File: config.mk
export PLATFORM = sky130hd
export DESIGN_NAME = hazard_unit
export DESIGN_NICKNAME = d
export VERILOG_FILES = /design/src/rtl/hazard_unit.sv
export SDC_FILE = /design/constraint.sdc
export NUM_CORES = 1
export LEC_CHECK = 0
export CAP_MARGIN = 0
export CELL_PAD_IN_SITES_DETAIL_PLACEMENT = 1
export CELL_PAD_IN_SITES_GLOBAL_PLACEMENT = 1
export CORE_UTILIZATION = 41
export CTS_BUF_LIST = sky130_fd_sc_hd__clkbuf_4 sky130_fd_sc_hd__clkbuf_8
export CTS_CLUSTER_SIZE = 25
export DETAILED_ROUTE_END_ITERATION = 10
export GPL_TIMING_DRIVEN = 0
export MAX_ROUTING_LAYER = met4
export PLACE_DENSITY = 0.95
export RECOVER_POWER = 25
export SYNTH_ARGS = -nofsm -noshare
export SYNTH_HDL_FRONTEND = slang
export SYNTH_SLANG_ARGS = --single-unit
File: constraint.sdc
create_clock -name clk -period 5 [get_ports clk]
set_input_delay 0.75 -clock clk [delete_from_list [all_inputs] [get_ports clk]]
set_output_delay 0.75 -clock clk [all_outputs]
set_load 0.1 [all_outputs]
File: src/rtl/hazard_unit.sv
// Pipeline hazard control: load-use stall, branch flush, data-memory wait stall with timeout.
// Outputs are combinational in the same cycle; the FSM and counters update on the clk edge.
module hazard_unit #(
   parameter int unsigned TIMEOUT_CYCLES = 255
) (
   input  logic        clk,
   input  logic        rst,
   input  logic        ResultSrcE0,
   input  logic [4:0]  RD_E,
   input  logic [4:0]  Rs1_D,
   input  logic [4:0]  Rs2_D,
   input  logic        PCSrcE,
   input  logic        MemReqM,
   input  logic        MemReadyM,
   output logic        StallF,
   output logic        StallD,
   output logic        StallE,
   output logic        StallM,
   output logic        FlushD,
   output logic        FlushE,
   output logic        MemErr,
   output logic [15:0] StallCount,
   output logic [15:0] FlushCount
);

   typedef enum logic {
      RUN   = 1'b0,
      MWAIT = 1'b1
   } state_t;

   localparam logic [7:0] TO_VAL = 8'(TIMEOUT_CYCLES);

   state_t     state, state_nxt;
   logic [7:0] wait_cnt, wait_cnt_nxt;
   logic       mem_err_nxt;
   logic       to, mem_stall, lu, redirect;

   always_comb begin
      to        = (state == MWAIT) && (wait_cnt == TO_VAL);
      mem_stall = MemReqM & ~MemReadyM & ~to;
      lu        = ResultSrcE0 & (RD_E != 5'd0) & ((RD_E == Rs1_D) | (RD_E == Rs2_D));

      StallF   = 1'b0;
      StallD   = 1'b0;
      StallE   = 1'b0;
      StallM   = 1'b0;
      FlushD   = 1'b0;
      FlushE   = 1'b0;
      redirect = 1'b0;

      // Reset masks every control output, whatever the pipeline presents.
      if (rst) begin
         if (mem_stall) begin
            StallF = 1'b1;
            StallD = 1'b1;
            StallE = 1'b1;
            StallM = 1'b1;
         end else if (PCSrcE) begin
            FlushD   = 1'b1;
            FlushE   = 1'b1;
            redirect = 1'b1;
         end else if (lu) begin
            StallF = 1'b1;
            StallD = 1'b1;
            FlushE = 1'b1;
         end
      end
   end

   always_comb begin
      state_nxt    = state;
      wait_cnt_nxt = wait_cnt;
      mem_err_nxt  = MemErr;
      case (state)
         RUN: begin
            if (mem_stall) begin
               state_nxt    = MWAIT;
               wait_cnt_nxt = 8'd1;
            end
         end
         MWAIT: begin
            if (mem_stall) begin
               wait_cnt_nxt = wait_cnt + 8'd1;
            end else begin
               // Timed out with the access still outstanding: abandon it and flag.
               if (to && MemReqM && !MemReadyM) mem_err_nxt = 1'b1;
               state_nxt    = RUN;
               wait_cnt_nxt = 8'd0;
            end
         end
         default: begin
            state_nxt    = RUN;
            wait_cnt_nxt = 8'd0;
         end
      endcase
   end

   always_ff @(posedge clk or negedge rst) begin
      if (!rst) begin
         state      <= RUN;
         wait_cnt   <= 8'd0;
         MemErr     <= 1'b0;
         StallCount <= 16'd0;
         FlushCount <= 16'd0;
      end else begin
         state    <= state_nxt;
         wait_cnt <= wait_cnt_nxt;
         MemErr   <= mem_err_nxt;
         if (StallF && (StallCount != 16'hFFFF)) StallCount <= StallCount + 16'd1;
         if (redirect && (FlushCount != 16'hFFFF)) FlushCount <= FlushCount + 16'd1;
      end
   end

endmodule

==> metrics.md <==
| Metric | Value |
|---|---|
| TritonRoute pass-1 iters | 4 |
| Most frequent cells in the layout | clkdlybuf4s50_1, dfrtp_1, xnor2_1, nand2_1 |
| Vias | 1797 |
| Nets@finish | 299 |
| Maximum clock insertion buffer count | 2 |
| R2R depth | 9 |
| Commonest non-fill, non-tap cell in the layout | clkdlybuf4s50_1 |
| # IOs | 60 |
| Final instance area | 2978 sq um |
| DP Area | 2884 sq um |
| Crit path from | rst |
| Top cell family by delay on the critical path | buffers and inverters |
| Setup crit end | StallF |
| Std cell rows | 26 |
| Clock Pin Slew Worst Setup and Hold Paths | 0.08 ns |
| Skew-Pair Late Insertion Delay | 0.30 ns |
| Worst Tran Pin Value | 1.006 ns |
| Post-synth EDFFs | 0 |
| Antenna cells | 0 |
| CTS Hold Bufs | 0 |
| Worst Setup Start Kind | input pin |
| Largest net degree at the start of global routing | 33 |
| Max Fclk | 233.8 MHz |
| Final setup fails | 0 |
| Gr busiest metal | met2 |
| Critical path type | in -> out |
| Run status | complete, no violations |
| Synth warn | 0 |
| Via/cell ratio | 5.194 |
| Area grow syn2layout | 35.92% |
| Skew final | 0.01409 ns |
| Worst Hold Depth | 1 |
| Crit path cell chain | clkbuf_1, buf_12, inv_1, o41ai_4, buf_4, clkdlybuf4s50_1 |
| Crit-path slowest cell | clkdlybuf4s50_1 |
| Initial DRC count | 120 |
| Tmin final | 4.278 ns |
| Async set or reset register ratio after synthesis | 100.0% |
| Die height | 75.10 um |
| Predominant post-synthesis flop cell | dfrtp_1 |
| Met2 Track Usage GR | 39.54% |
| Max Cap Violations | 0 |
| Synthesized Nets | 232 |
| # fillers | 583 |
| Routability Congestion | 0.8051 |
| Worst R2R Setup Slack | 2.61 ns |
| H-tree lvl count | 2 |
| Avg Cell Area, Syn | 10.53 sq um |
| Crit Path Max Fanout | 32 |
| Wire per inst | 16.47 um |
| Final Hold Vio Count | 0 |
| Fin. max-slew vios | 0 |
| Leakage power | 1.290 nW |
| HP Class | reg -> reg |
| Vias in the first global route | 1978 |
| Library cells used by synthesis | 38 |
| Grt total ovfl | 0 |
| Mapped Area | 2191 sq um |
| IO Port Bufs | 59 |
| Met3 global-route usage | 4.953% |
| Num Clock Sinks | 42 |
| Number of remaining DRC errors | 0 |
| Initial Util | 42.62% |
| Core ar. | 5140 sq um |
| Critical Path End Type | output port |
| GRT Total Usage | 23.35% |
| PwrDens | 406.1 nW/um^2 |
| Buf+Inv Stages, Crit Path | 5 |
| Proportion of layout cells with a drive suffix above 1 | 9.420% |
| Hpwl dp | 4.279 mm |
| Rel. slew slack | 32.70% |
| Seq cells post-synth | 42 |
| CP peak stage delay | 1.15 ns |
| Unrepaired setup endpoints after global routing | no |
| FF/Latch Area | 1051 sq um |
| Reg2reg start | wait_cnt[0] |
| WP data required | 4.25 ns |
| Setup TNS | 0 ns |
| Post-CTS Setup Inserts | 0 |
| Global-route wire length before repair | 9.556 mm |
| Num CTS Buffers | 5 |
| Die area | 5640 sq um |
| Sequential share of the synthesized area | 47.97% |
| Reg-to-reg endpoint | FlushCount[5] |
| Worst Path Arrival | 3.53 ns |
| Drt total wl | 5.697 mm |
| Gate Count Post-Synth | 208 |
| Die W | 75.10 um |
| Clk root buf | clkbuf_8 |
| Crit. path cell count | 6 |
| GRT met1 Usage | 27.71% |
| Multi-input logic area | 1091 sq um |
| Number of antenna violations at the first check in global routing | 0 |
| Crit share post-route | 85.56% |
| Max rail drop VDD | 0.4272 mV |
| TritonCTS clock tree | done |
| Post-cts sizing count | 0 |
| Antenna Nets Post-Route | 0 |
area by class of cell:
type	count	share of cell area (%)
well taps	70	2.941
flip-flops and latches	42	35.29
clock inverters	3	0.8824
multi-input cells	157	36.64
clock buffers	5	2.311
plain buffers	3	0.8824
repair buffers	60	20.29
inverters	6	0.7563
layer usage:
layer | routed length [um] | vias up
met5 | 0 | -
met4 | 65 | 0
met3 | 186 | 8
met2 | 2998 | 47
met1 | 2447 | 893
li1 | - | 849
flip-flops by register name, summed over array words and instances (netlist names):
| register | flops |
|---|---|
| MemErr | 1 |
| StallCount | 16 |
| state | 1 |
| wait_cnt | 8 |
| FlushCount | 16 |
power breakdown:
part / total, mW / switching, mW / internal, mW
Sequential: 0.446 / 0.0645 / 0.381
Combinational: 0.526 / 0.394 / 0.132
Clock: 0.237 / 0.133 / 0.104
Total: 1.21 / 0.592 / 0.618
worst reg2reg max path: stages (launching register included):
cell and delay [ns]:
dfrtp_1 0.41, ha_1 0.24, nand3_2 0.15, o31a_1 0.37, nand3b_4 0.20, inv_1 0.12
o21ai_0 0.21, nor2_1 0.29, nand3_1 0.14, xnor2_1 0.14
per-stage QoR:
stage / setup WS (ns) / utilization (%) / total power [mW] / instances / hold slack (ns)
2_1_floorplan: 0.7109 / - / 0.8233 / 208 / 0.4544
3_3_place_gp: -0.4966 / 55.82 / 0.9567 / 337 / 0.4406
3_5_place_dp: 0.7252 / 56.11 / 0.9759 / 338 / 0.4513
4_1_cts: 0.7095 / 57.96 / 1.220 / 346 / 0.3549
5_1_grt: 0.5143 / 57.94 / 1.257 / 346 / 0.4926
6_report: 0.7222 / 57.94 / 1.209 / 346 / 0.4690
worst min path at each step:
stage | from | end
floorplan | rst | FlushCount[0]
CTS | rst | FlushCount[11]
finish | MemErr | MemErr
detailed placement | MemErr | MemErr
global placement | MemErr | MemErr
global route | MemErr | MemErr
synth_stat cells, types with 3 or more instances:
master,instances,area share [%]
and2_1,3,0.86
inv_1,6,1.0
nand2b_1,4,1.1
nand2_1,19,3.3
xor2_1,16,6.4
nor2_1,17,2.9
dfrtp_1,42,48
ha_1,3,1.7
nand3_1,17,3.9
xnor2_1,24,9.6
o21ai_0,11,2.5
and3_1,8,2.3
nand4_1,7,2.0
cell families (layout without fill, tap and decap cells):
logic type / count (synthesis) / in the layout / synth area share, %
AOI/OAI and AO/OA: 21 / 21 / 7.482
and+or+nand+nor: 91 / 91 / 23.59
DFF: 42 / 42 / 47.97
adders and majority gates: 3 / 3 / 1.713
muxes: 2 / 2 / 1.028
xor gates and xnor gates: 40 / 40 / 15.99
buffers and inverters: 9 / 77 / 2.227
(Power assumes the default switching activity.)
